--- config.mk ---
export PLATFORM = sky130hd
export DESIGN_NAME = mux4_rr_sched
export DESIGN_NICKNAME = d
export VERILOG_FILES = /design/src/rtl/mux4_rr_sched.sv
export SDC_FILE = /design/constraint.sdc
export NUM_CORES = 1
export LEC_CHECK = 0
export ABC_AREA = 1
export CAP_MARGIN = 15
export CORE_MARGIN = 2
export CORE_UTILIZATION = 50
export DETAILED_ROUTE_END_ITERATION = 16
export PLACE_DENSITY = 0.74
export SYNTH_ARGS = -nofsm -noshare
export SYNTH_HDL_FRONTEND = slang
export SYNTH_SLANG_ARGS = --single-unit
--- constraint.sdc ---
create_clock -name clk -period 2.1 [get_ports clk]
set_input_delay 0.315 -clock clk [delete_from_list [all_inputs] [get_ports clk]]
set_output_delay 0.315 -clock clk [all_outputs]
set_load 0.01 [all_outputs]
--- src/rtl/mux4_rr_sched.sv ---
// Round-robin scheduler sharing one 4:1 data mux between four requesters.
// The grant is registered and one-hot, and a hold limit forces rotation while others wait.
module mux4_rr_sched #(
  parameter int DATA_W   = 1,
  parameter int HOLD_MAX = 8,
  parameter int CNT_W    = 4
) (
  input  logic              clk,
  input  logic              rst_n,
  input  logic [3:0]        req,
  input  logic [DATA_W-1:0] i0,
  input  logic [DATA_W-1:0] i1,
  input  logic [DATA_W-1:0] i2,
  input  logic [DATA_W-1:0] i3,
  output logic [3:0]        gnt,
  output logic [1:0]        sel,
  output logic              busy,
  output logic [DATA_W-1:0] y
);

  localparam logic [0:0]       ST_IDLE  = 1'b0;
  localparam logic [0:0]       ST_GRANT = 1'b1;
  localparam logic [CNT_W-1:0] HOLD_LIM = CNT_W'(HOLD_MAX);
  localparam logic [CNT_W-1:0] HOLD_ONE = CNT_W'(1);

  if (HOLD_MAX < 1 || HOLD_MAX >= (1 << CNT_W)) begin : g_bad_params
    $error("mux4_rr_sched: HOLD_MAX must be >= 1 and below 2**CNT_W");
  end

  logic [0:0]       r_state,    w_state_nxt;
  logic [3:0]       r_gnt,      w_gnt_nxt;
  logic [1:0]       r_sel,      w_sel_nxt;
  logic [1:0]       r_last,     w_last_nxt;
  logic [CNT_W-1:0] r_hold_cnt, w_hold_nxt;

  logic [3:0] w_cand;
  logic       w_own_req;
  logic       w_found;
  logic [1:0] w_win;
  logic       w_take;

  // While granted the owner is masked out, so it can only win again by default (lowest priority).
  assign w_own_req = |(req & r_gnt);
  assign w_cand    = (r_state == ST_GRANT) ? (req & ~r_gnt) : req;

  always_comb begin
    // NOTE: every combinational output gets a default first so no path infers a latch.
    w_found = 1'b0;
    w_win   = r_last;
    for (int k = 1; k <= 4; k++) begin
      if (!w_found && w_cand[r_last + 2'(k)]) begin
        w_found = 1'b1;
        w_win   = r_last + 2'(k);
      end
    end
  end

  always_comb begin
    w_state_nxt = r_state;
    w_gnt_nxt   = r_gnt;
    w_sel_nxt   = r_sel;
    w_last_nxt  = r_last;
    w_hold_nxt  = r_hold_cnt;
    w_take      = 1'b0;

    case (r_state)
      ST_IDLE: begin
        w_take = w_found;
      end
      ST_GRANT: begin
        if (!w_own_req) begin
          if (w_found) begin
            w_take = 1'b1;
          end else begin
            w_state_nxt = ST_IDLE;
            w_gnt_nxt   = 4'b0000;
          end
        end else if (r_hold_cnt < HOLD_LIM) begin
          w_hold_nxt = r_hold_cnt + HOLD_ONE;
        end else begin
          // Limit reached: rotate only if someone else waits, else keep with a saturated count.
          w_take = w_found;
        end
      end
      default: begin
        w_state_nxt = ST_IDLE;
        w_gnt_nxt   = 4'b0000;
      end
    endcase

    if (w_take) begin
      w_state_nxt = ST_GRANT;
      w_gnt_nxt   = 4'b0001 << w_win;
      w_sel_nxt   = w_win;
      w_last_nxt  = w_win;
      w_hold_nxt  = HOLD_ONE;
    end
  end

  // NOTE: sequential state uses non-blocking assignments so all registers update together.
  always_ff @(posedge clk or negedge rst_n) begin
    if (!rst_n) begin
      r_state    <= ST_IDLE;
      r_gnt      <= 4'b0000;
      r_sel      <= 2'b00;
      r_last     <= 2'd3;
      r_hold_cnt <= '0;
    end else begin
      r_state    <= w_state_nxt;
      r_gnt      <= w_gnt_nxt;
      r_sel      <= w_sel_nxt;
      r_last     <= w_last_nxt;
      r_hold_cnt <= w_hold_nxt;
    end
  end

  assign gnt  = r_gnt;
  assign sel  = r_sel;
  assign busy = |r_gnt;

  always_comb begin
    y = '0;
    if (busy) begin
      case (r_sel)
        2'd0:    y = i0;
        2'd1:    y = i1;
        2'd2:    y = i2;
        default: y = i3;
      endcase
    end
  end

endmodule

==> results.yml, run 1 <==
sta:
  worst_clock_skew_ns: 0.001747
  final-setup-viol-count: 0
  finalMaxSlewViolations: 0
  fin_setup_tns_ns: 0
  achievable-frequency_mhz: 504.0
  rsz0062_at_grt: "no"
  hold_viol: 0
  tightestPinTransition_ns: 0.6161
  period_needed_ns: 1.984
  relSlewSlack_pct: 58.80
  timing.final.crit_share_pct: 94.48
  final_critical_path_setup_slack_ns: 0.1159
critical_path:
  crit_type: "reg2out"
  cp_data_required_time_ns: 1.78
  startpoint_type: "flop"
  path_max_fanout: 5
  cp_data_arrival_time_ns: 1.67
  critical_path.endpoint_type: "primary output"
synthesis:
  synth_area_per_cell_um2: 7.476
  synth.distinct_cells: 25
  synth.yosys.seq_area_share_pct: 36.24
  synth_instances: 121
  synth_seq_cells: 13
  synth_warnings: 0
  syn_nets: 132
  synthesis.area_um2: 904.6
power:
  irDropWorstVdd_v: 0.0008819
  fin_total_pwr_mw: 2.069
  power.density_mw_per_mm2: 1829
  leakage_nw: 0.5733
global_route:
  pin_count_of_the_biggest_net_entering_global_routing: 14
  grt.total_usage_pct: 21.81
  grt_pass1_wl_mm: 3.298
  grt_antenna_before_repair: 0
  grt_overflow: 0
  grt_pass1_vias: 742
detailed_routing:
  drc: 0
  drt-wirelength-per-cell_um: 12.61
  route.final.wire_length_mm: 2.106
  detail_route.vias_per_cell: 5.347
  route.antenna.remaining_nets: 0
  dr_total_vias: 893
  drtPass1Iterations: 4
  drt_iter0_markers: 30
flow_run:
  drv.max_cap_violation_count: 0
clock_tree:
  clock_sinks: 13
  clock_tree.buffer_depth: 2
  clock_tree.root_cell: "clkbuf_4"
  post_cts.repair.setup_buffers: 0
  worstSkewPairLatency_ns: 0.27
  path_clk_slew_ns: 0.08
  cts_tree: "built"
  htree_levels: 1
  cts_inserted_buffers: 3
floorplanning:
  die_y_um: 46.54
  ios: 18
  placement_rows: 15
  core-area_mm2: 0.001708
  fp.dieW_um: 46.54
  effective_utilization_at_floorplan_pct: 52.97
  floorplan.die_area_mm2: 0.002166
place:
  gp_routability_congestion: 0.8353
  placement.cell_area_mm2: 0.001102
  pre_cts_ws_ns: 0.07309
  dp.final_hpwl_mm: 1.639
  place.port_buffers: 17
layout:
  nets: 154
  final_layout_size_suffix_gt1_share_pct: 16.20
  final_cell_area_mm2: 0.001131
  syn_to_final_growth_pct: 25.03
  num_antenna_cells: 0
run_status:
  status: "finished clean"
min_path:
  hold_path_class: "in2async"
synthesized netlist by cell type, drive strengths merged:
master / instances / area (µm²)
a22o: 2 / 17.52
o21ai: 3 / 26.28
buf: 1 / 11.26
xor2: 1 / 8.760
clkinv: 1 / 8.760
nand3: 25 / 152.7
nor4: 1 / 6.260
inv: 12 / 45.04
a221oi: 1 / 8.760
a21oi: 4 / 20.02
nor2: 4 / 17.52
dfrtp: 11 / 275.3
nand2: 49 / 206.5
o211ai: 1 / 7.510
ha: 1 / 12.51
nand4: 1 / 21.27
o22ai: 1 / 6.260
dfstp: 2 / 52.55
metrics by stage:
step	std cells	hold slack (ns)	utilization, %
finish	167	0.4206	66.23
global placement	163	0.5029	64.54
detailed placement	163	0.5088	64.54
floorplan	121	0.01941	-
global route	167	0.4526	66.23
CTS	167	0.4212	66.08
power by group:
group / switching [mW] / total [mW] / internal [mW]
clock: 0.0821 / 0.156 / 0.0736
sequential: 0.129 / 0.505 / 0.376
combinational: 0.885 / 1.41 / 0.524
layout make-up:
type,count,area (µm²)
multi-input combinational,94,511.7
sequential,13,327.8
timing repair buffer,18,180.2
clock buffer,4,26.28
inverter,13,53.80
tap,25,31.28
fill,147,576.8
critical path: stages, from the launching register on:
cell             delay [ns]
dfrtp_1                0.43
nor4_1                 0.41
inv_1                  0.07
clkdlybuf4s50_1        0.48
metal layers:
layer	up-vias	track usage, %	wire, µm
met1	427	30.02	981
met5	-	0	0
met2	19	33.61	1011
met3	4	3.922	77
li1	443	-	-
met4	0	8.571	36
cell usage in the layout (no fill, tap or decap):
cell type,netlist,layout
o22ai_1,1,1
nand3_2,3,3
o21ai_4,1,1
nand2_1,44,44
ha_1,1,1
buf_4,0,1
nand3_4,1,1
inv_2,4,4
nand2_2,3,3
a221oi_1,1,1
clkinv_4,1,1
nor4_1,1,1
dlymetal6s2s_1,0,1
nand4_4,1,1
a22o_1,2,2
inv_1,8,8
dfstp_2,2,2
nor2_2,1,1
nand3_1,21,21
clkbuf_1,0,1
o211ai_1,1,1
xor2_1,1,1
clkbuf_4,0,3
dfrtp_1,11,11
nand2_4,2,2
o21ai_1,2,2
nor2_1,3,3
clkdlybuf4s50_1,0,16
a21oi_1,4,4
state kept, by name, indices dropped and copies added, names as in the netlist:
name,flops
gnt,4
r_last,2
sel,2
r_hold_cnt,4
r_state,1
kinds of logic after synthesis:
| group | Yosys count | synth area share, % |
|---|---|---|
| compound gates | 12 | 9.545 |
| xor+xnor | 1 | 0.9684 |
| fa+ha+maj | 1 | 1.383 |
| buf+inv | 14 | 7.192 |
| flops | 13 | 36.24 |
| simple gates | 80 | 44.68 |
worst paths after layout:
path	startpoint	to	slack, ns	cells after the start
min in group clk	r_hold_cnt[0]$_DFFE_PN0P_	r_hold_cnt[0]$_DFFE_PN0P_	0.53	2
max reg2reg	r_last[0]$_DFFE_PN1P_	gnt[0]$_DFFE_PN0P_	0.33	12
min reg2reg	r_hold_cnt[0]$_DFFE_PN0P_	r_hold_cnt[0]$_DFFE_PN0P_	0.53	2
max in group asynchronous	rst_n	r_state$_DFF_PN0_	1.28	1
max	gnt[1]$_DFFE_PN0P_	busy	0.12	3
min	rst_n	gnt[2]$_DFFE_PN0P_	0.42	1
what timing repair did:
item / CTS / global route
hold buffers: 0 / 0
setup endpoints to repair: 0 / 1
gates resized for setup: 0 / 1
(Power assumes the default switching activity.)
==> run 2: changes to the inputs <==
- ABC_CLOCK_PERIOD_IN_PS: not set -> 2100
==> results of run 2 <==
The final DEF is identical to that of run 1; final timing and power are the same.
